===== config.mk =====
export PLATFORM = sky130hd
export DESIGN_NAME = instr_fetch_unit
export DESIGN_NICKNAME = d
export VERILOG_FILES = /design/src/rtl/riscv_pkg.sv /design/src/rtl/fetch_fifo.sv /design/src/rtl/instr_fetch_unit.sv
export SDC_FILE = /design/constraint.sdc
export NUM_CORES = 1
export LEC_CHECK = 0
export CORE_UTILIZATION = 25
export CTS_BUF_LIST = sky130_fd_sc_hd__clkbuf_8
export DETAILED_ROUTE_END_ITERATION = 8
export PLACE_DENSITY = 0.53
export SETUP_SLACK_MARGIN = 0.02
export SKIP_LAST_GASP = 1
export SYNTH_ARGS = -nofsm -noshare
export SYNTH_HDL_FRONTEND = slang
export SYNTH_SLANG_ARGS = --single-unit

===== constraint.sdc =====
create_clock -name clk_i -period 4.68 [get_ports clk_i]
set_input_delay 0.936 -clock clk_i [delete_from_list [all_inputs] [get_ports clk_i]]
set_output_delay 0.936 -clock clk_i [all_outputs]
set_load 0.005 [all_outputs]

===== src/rtl/riscv_pkg.sv =====
// Shared types for the core front end.
// Opcode map, reset address and fetch FSM states.
package riscv_pkg;

   localparam int unsigned ILEN = 32;
   localparam logic [31:0] DEFAULT_RESET_PC = 32'h0000_0000;

   typedef enum logic [6:0] {
      RType    = 7'b0110011,
      Load     = 7'b0000011,
      IType    = 7'b0010011,
      SType    = 7'b0100011,
      BType    = 7'b1100011,
      AddUpp   = 7'b0010111,
      LoadUpp  = 7'b0110111,
      JumpImm  = 7'b1100111,
      JumpLink = 7'b1101111
   } opcode_e;

   typedef enum logic {
      RUN  = 1'b0,
      DROP = 1'b1
   } fetch_state_e;

endpackage


===== src/rtl/fetch_fifo.sv =====
// Small power-of-two FIFO with clear.
// Head reads as zero while empty.
module fetch_fifo #(
   parameter int unsigned WIDTH = 32,
   parameter int unsigned DEPTH = 2
) (
   input  logic                     clk_i,
   input  logic                     rst_ni,
   input  logic                     push_i,
   input  logic                     pop_i,
   input  logic                     clear_i,
   input  logic [WIDTH-1:0]         wdata_i,
   output logic [WIDTH-1:0]         rdata_o,
   output logic [$clog2(DEPTH):0]   count_o,
   output logic                     empty_o,
   output logic                     full_o
);

   localparam int unsigned AW = $clog2(DEPTH);
   localparam int unsigned CW = AW + 1;

   logic [WIDTH-1:0] mem_q [DEPTH];
   logic [AW-1:0]    wptr_q, rptr_q;
   logic [CW-1:0]    count_q;
   logic             do_push, do_pop;

   assign empty_o = (count_q == '0);
   assign full_o  = (count_q == CW'(DEPTH));
   assign count_o = count_q;
   assign do_pop  = pop_i && !empty_o;
   assign do_push = push_i && (!full_o || do_pop);
   assign rdata_o = empty_o ? '0 : mem_q[rptr_q];

   // Pointer and occupancy bookkeeping; clear wins over push/pop.
   always_ff @(posedge clk_i or negedge rst_ni) begin
      if (!rst_ni) begin
         wptr_q  <= '0;
         rptr_q  <= '0;
         count_q <= '0;
      end else if (clear_i) begin
         wptr_q  <= '0;
         rptr_q  <= '0;
         count_q <= '0;
      end else begin
         if (do_push) wptr_q <= wptr_q + AW'(1);
         if (do_pop)  rptr_q <= rptr_q + AW'(1);
         count_q <= count_q + CW'(do_push) - CW'(do_pop);
      end
   end

   // Entry storage; contents are don't-care until written.
   always_ff @(posedge clk_i) begin
      if (do_push && !clear_i) mem_q[wptr_q] <= wdata_i;
   end

endmodule


===== src/rtl/instr_fetch_unit.sv =====
// Instruction fetch: PC, memory requests, buffer.
// Redirects flush and discard stale responses.
module instr_fetch_unit
   import riscv_pkg::*;
#(
   parameter int unsigned           ADDR_WIDTH = 32,
   parameter int unsigned           DEPTH      = 2,
   parameter logic [ADDR_WIDTH-1:0] RESET_PC   =
      ADDR_WIDTH'(DEFAULT_RESET_PC)
) (
   input  logic                  clk_i,
   input  logic                  rst_ni,
   output logic                  imem_req_o,
   output logic [ADDR_WIDTH-1:0] imem_addr_o,
   input  logic                  imem_gnt_i,
   input  logic                  imem_rvalid_i,
   input  logic [ILEN-1:0]       imem_rdata_i,
   input  logic                  redirect_i,
   input  logic [ADDR_WIDTH-1:0] redirect_pc_i,
   output logic                  valid_o,
   input  logic                  ready_i,
   output logic [ILEN-1:0]       instr_o,
   output logic [6:0]            opcode_o,
   output logic [ADDR_WIDTH-1:0] pc_o
);

   localparam int unsigned CW = $clog2(DEPTH) + 1;
   // Stale responses can pile up over back-to-back
   // redirects with a slow memory, so keep headroom.
   localparam int unsigned DW = 16;
   localparam int unsigned HW = ADDR_WIDTH + ILEN;

   fetch_state_e          state_q, state_d;
   logic [ADDR_WIDTH-1:0] pc_q, pc_d;
   logic [CW-1:0]         out_q, out_d;
   logic [DW-1:0]         drop_q, drop_d;

   logic            grant, pop, rv_take, rv_drop;
   logic [CW:0]     credit;
   logic [HW-1:0]   ib_head;
   logic [CW-1:0]   ib_count, aq_count;
   logic            ib_empty, ib_full, aq_empty, aq_full;
   logic [ADDR_WIDTH-1:0] aq_head;
   logic            unused_ok;

   assign rv_drop = imem_rvalid_i && (state_q == DROP);
   assign rv_take = imem_rvalid_i && (state_q == RUN)
                    && (out_q != '0);

   assign valid_o = !ib_empty && !redirect_i;
   assign pop     = valid_o && ready_i;

   // A slot popped this cycle is already free for a new request.
   assign credit = {1'b0, ib_count} + {1'b0, out_q}
                   - (CW+1)'(pop);

   assign imem_req_o  = rst_ni && !redirect_i
                        && (credit < (CW+1)'(DEPTH));
   assign imem_addr_o = pc_q;
   assign grant       = imem_req_o && imem_gnt_i;

   assign pc_o     = ib_head[HW-1 -: ADDR_WIDTH];
   assign instr_o  = ib_head[ILEN-1:0];
   assign opcode_o = instr_o[6:0];

   assign unused_ok = ^{aq_count, aq_empty, aq_full,
                        ib_full, redirect_pc_i[1:0]};

   fetch_fifo #(.WIDTH(HW), .DEPTH(DEPTH)) u_ibuf (
      .clk_i   (clk_i),
      .rst_ni  (rst_ni),
      .push_i  (rv_take && !redirect_i),
      .pop_i   (pop),
      .clear_i (redirect_i),
      .wdata_i ({aq_head, imem_rdata_i}),
      .rdata_o (ib_head),
      .count_o (ib_count),
      .empty_o (ib_empty),
      .full_o  (ib_full)
   );

   fetch_fifo #(.WIDTH(ADDR_WIDTH), .DEPTH(DEPTH)) u_addrq (
      .clk_i   (clk_i),
      .rst_ni  (rst_ni),
      .push_i  (grant),
      .pop_i   (rv_take),
      .clear_i (redirect_i),
      .wdata_i (pc_q),
      .rdata_o (aq_head),
      .count_o (aq_count),
      .empty_o (aq_empty),
      .full_o  (aq_full)
   );

   // Next PC, in-flight/stale counters and RUN/DROP state.
   always_comb begin
      state_d = state_q;
      pc_d    = pc_q;
      out_d   = out_q;
      drop_d  = drop_q;
      if (redirect_i) begin
         pc_d    = {redirect_pc_i[ADDR_WIDTH-1:2], 2'b00};
         out_d   = '0;
         drop_d  = DW'(out_q) + drop_q
                   - DW'(rv_take || rv_drop);
         state_d = (drop_d != '0) ? DROP : RUN;
      end else begin
         if (grant) pc_d = pc_q + ADDR_WIDTH'(4);
         out_d  = out_q + CW'(grant) - CW'(rv_take);
         drop_d = drop_q - DW'(rv_drop);
         unique case (state_q)
            RUN:  state_d = RUN;
            DROP: if (rv_drop && drop_q == DW'(1))
                     state_d = RUN;
            default: state_d = RUN;
         endcase
      end
   end

   // State registers; reset abandons every in-flight fetch.
   always_ff @(posedge clk_i or negedge rst_ni) begin
      if (!rst_ni) begin
         state_q <= RUN;
         pc_q    <= RESET_PC;
         out_q   <= '0;
         drop_q  <= '0;
      end else begin
         state_q <= state_d;
         pc_q    <= pc_d;
         out_q   <= out_d;
         drop_q  <= drop_d;
      end
   end

   // A response with nothing in flight is a memory protocol error.
   a_rvalid_expected: assert property (
      @(posedge clk_i) disable iff (!rst_ni)
      imem_rvalid_i |-> (out_q != '0 || drop_q != '0));

endmodule


==> results by group, run 1 <==
Yosys
  • Synth cell count leaders: edfxtp_1, nor2_1, mux2i_1, dfrtp_1, inv_1
  • Synth Area in XOR/XNOR: 2.34%
  • Post-synthesis sequential area ratio: about 60%
  • Yosys top cell by area: edfxtp_1
  • Warning count from the yosys run: 0
  • Count leader, synth: edfxtp_1
  • FFs w/ async S/R, synth: a little under a quarter
  • Synth Instances: ~900
  • Post-synthesis compound-gate area fraction: about 7.7%
  • Top cell type's share of synthesized area: 48.2%
  • Post-synthesis mux area share: under 10%
  • Yosys cell types: 74
  • Main combinational cell family by area after synthesis: simple AND/OR/NAND/NOR gates
  • Synth Area in Simple Gates: roughly an eighth
  • Post-Synth Adder-Cell Area: between 4 and 5%
  • Top post-synthesis cells by area: edfxtp_1, dfrtp_1, mux2i_1
  • Post-Syn Area: around 12000 sq um
  • Primary FF master, synth: edfxtp_1
  • Syn_area_per_cell: between 10 and 15 sq um
  • Post-synth EDFFs: approximately 190
  • Seq cells post-synth: between 200 and 250

Detailed routing
  • WL/cell: 16.8 um
  • DRC Markers: 0
  • DRT antenna net count: 0
  • Vias: between 7000 and 8000
  • Initial detailed-routing violation count: roughly 380
  • Final wirelength: approximately 29000 um
  • Via density: between 4 and 5
  • Drt pass-1 iters: 4

GRT
  • GR Overflow Total: 0
  • Largest net degree at the start of global routing: 81
  • First-pass GRT wire length: 44400 um
  • Tot GR Track Use: approximately an eighth
  • Vias in the first global route: 7691
  • Initial antenna violation count: 4

Clock network
  • Max H-tree Level: 2
  • Post-CTS setup buffers: 0
  • Inserted Clock Buffers: 44
  • Post_cts resized: 0
  • Sink Count: 243
  • Worst skew pair latency: roughly 0.57 ns
  • Worst-path clk slew: 0.06 ns
  • CTS tree: built
  • CTS hold repair buffers: 0
  • Clock tree root driver cell: clkbuf_8
  • Clock buffer depth: 3

Die
  • Cell row count: between 70 and 80
  • Die height: between 200 and 250 um
  • Core ar.: between 40000 and 50000 sq um
  • Die Area: about 47000 sq um
  • Die Wd: around 220 um
  • Initial core utilization: 25.4%
  • I/O pin total: between 150 and 200

Worst setup path
  • Critical path class: in2out
  • Crit path DAT: between 3 and 4 ns
  • Startpoint Class: input port
  • CP max FO: 4
  • Req. time, crit path: between 3 and 4 ns
  • CP Capture Type: output pin

Final layout
  • NumNets Final: 1224
  • Filler Cell Count: 4586
  • Share of cells above drive strength 1: 8.99%
  • Util after Layout: 32.5%
  • Final Cell Area: about 15000 sq um
  • Area delta synth->final: 27.6%

Placement
  • Detailed placer's ending HPWL: 20000 um
  • DP Area: between 10000 and 15000 sq um
  • RD Place Congestion: approximately 0.77
  • Port Buf Inserts: 170

STA
  • Min Clock Period, post-route: approximately 4.2 ns
  • RSZ-0062 raised after global routing: false
  • Fmax achieved: approximately 240 MHz
  • Setup TNS: 0 ns
  • Final setup vio count: 0
  • Final Cycle Share: between 80 and 90%
  • Pins over their slew limit: 0
  • Clk_skew: approximately 0.028 ns
  • Hold Vio Cnt, Final: 0
  • Worst-margin pin slew: between 0.9 and 1 ns
  • Slew margin rel.: between 30% and 40%

Status
  • Status: finished clean

Run
  • MaxCap Viol Count: 0

Power and ir drop
  • Leakage: ~5.2 nW
  • VDD IR max: 0.000185 V
  • P per Cell Area: 442 nW/um^2

Worst hold path
  • Hold Path Class: reg2reg
-- power breakdown --
part | total (mW) | switching (mW) | internal [mW]
Sequential | 2.59 | 0.130 | 2.46
Clock | 1.87 | 0.899 | 0.975
Combinational | 2.07 | 1.18 | 0.892
-- critical path, cell delays in order --
cell	delay, ns
clkdlybuf4s50_1	0.45
and2_1	0.16
ha_1	0.27
nor2b_1	0.13
fa_1	0.44
nor4b_2	0.31
clkdlybuf4s50_1	0.55
-- path summary, 6_finish.rpt --
check | endpoint | slack (ns) | cells after the start | from
max in group asynchronous | u_ibuf.rptr_q$_DFFE_PN0P_ | 3.38 | 2 | rst_ni
min in group asynchronous | drop_q[10]$_DFF_PN0_ | 0.69 | 2 | rst_ni
worst min-delay path | u_addrq.mem_q[0][31]$_DFFE_PP_ | 0.54 | 0 | imem_addr_o[31]$_DFFE_PN0N_
worst max register to register | imem_addr_o[8]$_DFFE_PN0N_ | 1.16 | 13 | u_ibuf.count_o[1]$_DFF_PN0_
worst min register to register | u_addrq.mem_q[0][31]$_DFFE_PP_ | 0.54 | 0 | imem_addr_o[31]$_DFFE_PN0N_
worst max-delay path | imem_req_o | 0.49 | 7 | ready_i
-- through the flow --
| stage | setup WS, ns | power, mW | instances | hold WS, ns |
|---|---|---|---|---|
| after floorplan | 0.115 | 4.14 | 929 | 0.507 |
| after global placement | 0.458 | 4.66 | 1665 | 0.508 |
| after detailed placement | 0.401 | 4.70 | 1665 | 0.525 |
| after CTS | 0.468 | 6.61 | 1746 | 0.541 |
| after global routing | 0.416 | 6.95 | 1746 | 0.558 |
| final | 0.491 | 6.53 | 1747 | 0.538 |
-- sequential cells by signal (all words and copies together) (netlist names) --
register,cells
drop_q,16
imem_addr_o,30
out_q,2
state_q,1
u_addrq.count_o,2
u_addrq.mem_q,60
u_addrq.rptr_q,1
u_addrq.wptr_q,1
u_ibuf.count_o,2
u_ibuf.mem_q,126
u_ibuf.rptr_q,1
u_ibuf.wptr_q,1
-- final cells by class --
| cell class | instances | area [sq um] | share of cell area, % |
|---|---|---|---|
| repair buffers | 184 | 1830 | 12.4 |
| clock buffers | 46 | 633 | 4.28 |
| well taps | 600 | 751 | 5.07 |
| multi-input cells | 593 | 4200 | 28.4 |
| flip-flops and latches | 243 | 7020 | 47.4 |
| clock inverters | 35 | 193 | 1.30 |
| diodes | 1 | 2.50 | 0.0169 |
| inverters | 45 | 169 | 1.14 |
-- placed cells by master, fill, tap and decap left out, types with 5 or more instances in the layout --
cell type and n:
a211oi_1 7, a21oi_1 24, a221o_1 16, a31oi_1 7, and2_1 9, and3_1 11, and4_1 5, buf_4 11
clkbuf_8 46, clkdlybuf4s50_1 168, dfrtp_1 55, edfxtp_1 186, ha_1 41, inv_1 65, mux2i_1 97, nand2_1 40
nand3_1 22, nor2_1 131, nor2b_1 9, nor3_1 13, nor3b_1 15, o211ai_1 5, o21ai_0 15, o21ai_1 17
o311ai_1 6, xnor2_1 27
-- metal layers --
| metal | wire (um) | up-vias | part of all wire, % | global-route usage (%) |
|---|---|---|---|---|
| li1 | - | 3760 | - | - |
| met4 | 701 | 8 | 2.4 | 3.85 |
| met2 | 13200 | 195 | 45 | 19.6 |
| met5 | 45 | - | 0.15 | 0 |
| met3 | 2260 | 58 | 7.7 | 4.00 |
| met1 | 13100 | 3667 | 45 | 15.6 |
-- cells by family after synthesis --
group	Yosys count
AND/OR/NAND/NOR	293
flip-flops	243
AO/OA/AOI/OAI	124
multiplexers	98
buffers and inverters	93
adder cells (fa/ha/maj)	43
XOR/XNOR	31
other	1
No activity file was read; power rests on OpenSTA's default activity.
==> run 2: changes to the inputs <==
--- a/config.mk
+++ b/config.mk
@@ -7,6 +7,7 @@
 export LEC_CHECK = 0
 export CORE_UTILIZATION = 25
 export CTS_BUF_LIST = sky130_fd_sc_hd__clkbuf_8
+export CTS_CLUSTER_DIAMETER = 100
 export DETAILED_ROUTE_END_ITERATION = 8
 export PLACE_DENSITY = 0.53
 export SETUP_SLACK_MARGIN = 0.02
==> results of run 2 <==
Same layout as run 1: the final DEF is identical, and so are final timing and power.
==> run 3: changes to the inputs <==
--- a/config.mk
+++ b/config.mk
@@ -10,7 +10,7 @@
 export CTS_CLUSTER_DIAMETER = 100
 export DETAILED_ROUTE_END_ITERATION = 8
 export PLACE_DENSITY = 0.53
-export SETUP_SLACK_MARGIN = 0.02
+export SETUP_SLACK_MARGIN = 0.3
 export SKIP_LAST_GASP = 1
 export SYNTH_ARGS = -nofsm -noshare
 export SYNTH_HDL_FRONTEND = slang
==> results by group, run 3 (same netlist as run 1, synthesis figures left out) <==
Status
  • Status: finished clean

Die
  • Cell row count: slightly below 80
  • Core ar.: about 46000 sq um
  • Die height: 217 um
  • Die Area: between 40000 and 50000 sq um
  • Initial core utilization: between 20% and 30%
  • I/O pin total: between 150 and 200
  • Die Wd: 217 um

Power and ir drop
  • Internal power: ~4.3 mW
  • Net load switching power: around 2.2 mW
  • Part of the power in registers: between 30% and 40%
  • Power consumption: approximately 6.5 mW
  • VDD IR max: ~0.00018 V
  • Clock share of power: about 28%
  • Sw Ratio: 33.4%
  • Logic gate share of total power: 31.7%
  • P per Cell Area: around 440 nW/um^2
  • Leakage: around 5.2 nW

Worst setup path
  • Critical path, cell by cell: clkdlybuf4s50_1 > and2_1 > ha_1 > nor2b_1 > fa_1 > nor4b_2 > clkdlybuf4s50_1
  • R2R depth: 13
  • Critical path class: in2out
  • CP Capture Type: output pin
  • Req. time, crit path: 3.74 ns
  • CP max FO: 4
  • Max stage delay on crit path: roughly 0.56 ns
  • Family with the most delay on the worst path: buffers and inverters
  • Crit path DAT: ~3.3 ns
  • Critical path depth: 7
  • Startpoint Class: input port
  • Most frequent CP cell: clkdlybuf4s50_1
  • WP buf/inv: 2
  • Slowest-stage cell, CP: clkdlybuf4s50_1

STA
  • Slack of the critical path: roughly 0.45 ns
  • Fmax achieved: around 240 MHz
  • Final Cycle Share: roughly 90%
  • Worst-margin pin slew: 0.991 ns
  • RSZ-0062 raised after global routing: false
  • Clk_skew: 0.0234 ns
  • Slew margin rel.: about a third
  • Hold Vio Cnt, Final: 0
  • Final setup vio count: 0
  • Pins over their slew limit: 0
  • Min Clock Period, post-route: 4.23 ns
  • Setup TNS: 0 ns
  • Hold WS: 0.538 ns

Final layout
  • Util after Layout: 32.5%
  • NumNets Final: roughly 1200
  • Share of cells above drive strength 1: between 8 and 9%
  • Top reg by flops: u_ibuf.mem_q
  • N_diodes: 0
  • Area delta synth->final: 27.8%
  • Max reg flops: ~130
  • Most frequent cells in the layout: edfxtp_1, clkdlybuf4s50_1, nor2_1, mux2i_1, inv_1
  • Most common cell after layout, fill and taps aside: edfxtp_1

Clock network
  • CTS hold repair buffers: 0
  • Worst skew pair latency: ~0.55 ns
  • Sink Count: roughly 240
  • Post_cts resized: 0
  • Worst-path clk slew: roughly 0.06 ns
  • Clock buffer depth: 3
  • Post-CTS setup buffers: 0
  • Clock tree root driver cell: clkbuf_8
  • Max H-tree Level: 2
  • Inserted Clock Buffers: 45
  • CTS tree: built

GRT
  • Initial antenna violation count: 5
  • GR Overflow Total: 0
  • First-pass GRT wire length: approximately 45000 um
  • Vias in the first global route: about 7600
  • Tot GR Track Use: between 10% and 20%
  • Largest net degree at the start of global routing: 64

Detailed routing
  • Drt pass-1 iters: 5
  • DRC Markers: 0
  • Final wirelength: about 29000 um
  • Vias: ~8000
  • Initial detailed-routing violation count: between 300 and 400
  • Via density: between 4 and 5
  • DRT antenna net count: 0
  • WL/cell: 16.9 um

Run
  • MaxCap Viol Count: 0

Placement
  • Setup WS pre-CTS: 0.403 ns
  • Port Buf Inserts: 170
  • Detailed placer's ending HPWL: 20100 um
  • RD Place Congestion: between 0.7 and 0.8

Worst hold path
  • Hold depth: 0
  • Hold Path Class: reg2reg
## run 3: stage by stage
| stage | instance area (sq um) | instances |
|---|---|---|
| floorplan | 11600 | 929 |
| global placement | 14000 | 1665 |
| detailed placement | 14000 | 1665 |
| CTS | 14800 | 1746 |
| global route | 14800 | 1746 |
| finish | 14800 | 1746 |
## run 3: final timing paths
path                                        startpoint                             end  slack [ns]
min in group asynchronous                       rst_ni     imem_addr_o[13]$_DFFE_PN0N_        0.63
max reg2reg                u_ibuf.count_o[1]$_DFF_PN0_     imem_addr_o[17]$_DFFE_PN0N_        1.25
max in group asynchronous                       rst_ni       u_ibuf.rptr_q$_DFFE_PN0P_        3.44
max                                            ready_i                      imem_req_o        0.45
min reg2reg                imem_addr_o[31]$_DFFE_PN0N_  u_addrq.mem_q[1][31]$_DFFE_PP_        0.54
min                        imem_addr_o[31]$_DFFE_PN0N_  u_addrq.mem_q[1][31]$_DFFE_PP_        0.54
## run 3: cell type report
type                            count  area [sq um]
Clock buffer                       47           647
Clock inverter                     34           171
Fill cell                        4536         30800
Inverter                           45           169
Multi-Input combinational cell    593          4200
Sequential cell                   243          7020
Tap cell                          600           751
Timing Repair Buffer              184          1860
## run 3: power groups by stage
stage	sequential, mW	combinational, mW	clock (mW)
3_3_place_gp	2.63	2.03	0
3_5_place_dp	2.63	2.07	0
6_report	2.59	2.07	1.86
4_1_cts	2.59	2.08	1.93
5_1_grt	2.61	2.29	2.02
2_1_floorplan	2.60	1.54	0
## run 3: layer usage
layer | routed length, um | up-vias | GRT usage, %
li1 | - | 3757 | -
met1 | 13200 | 3771 | 15.9
met2 | 13600 | 212 | 19.9
met3 | 2160 | 57 | 3.73
met4 | 506 | 10 | 3.22
met5 | 48 | - | 0
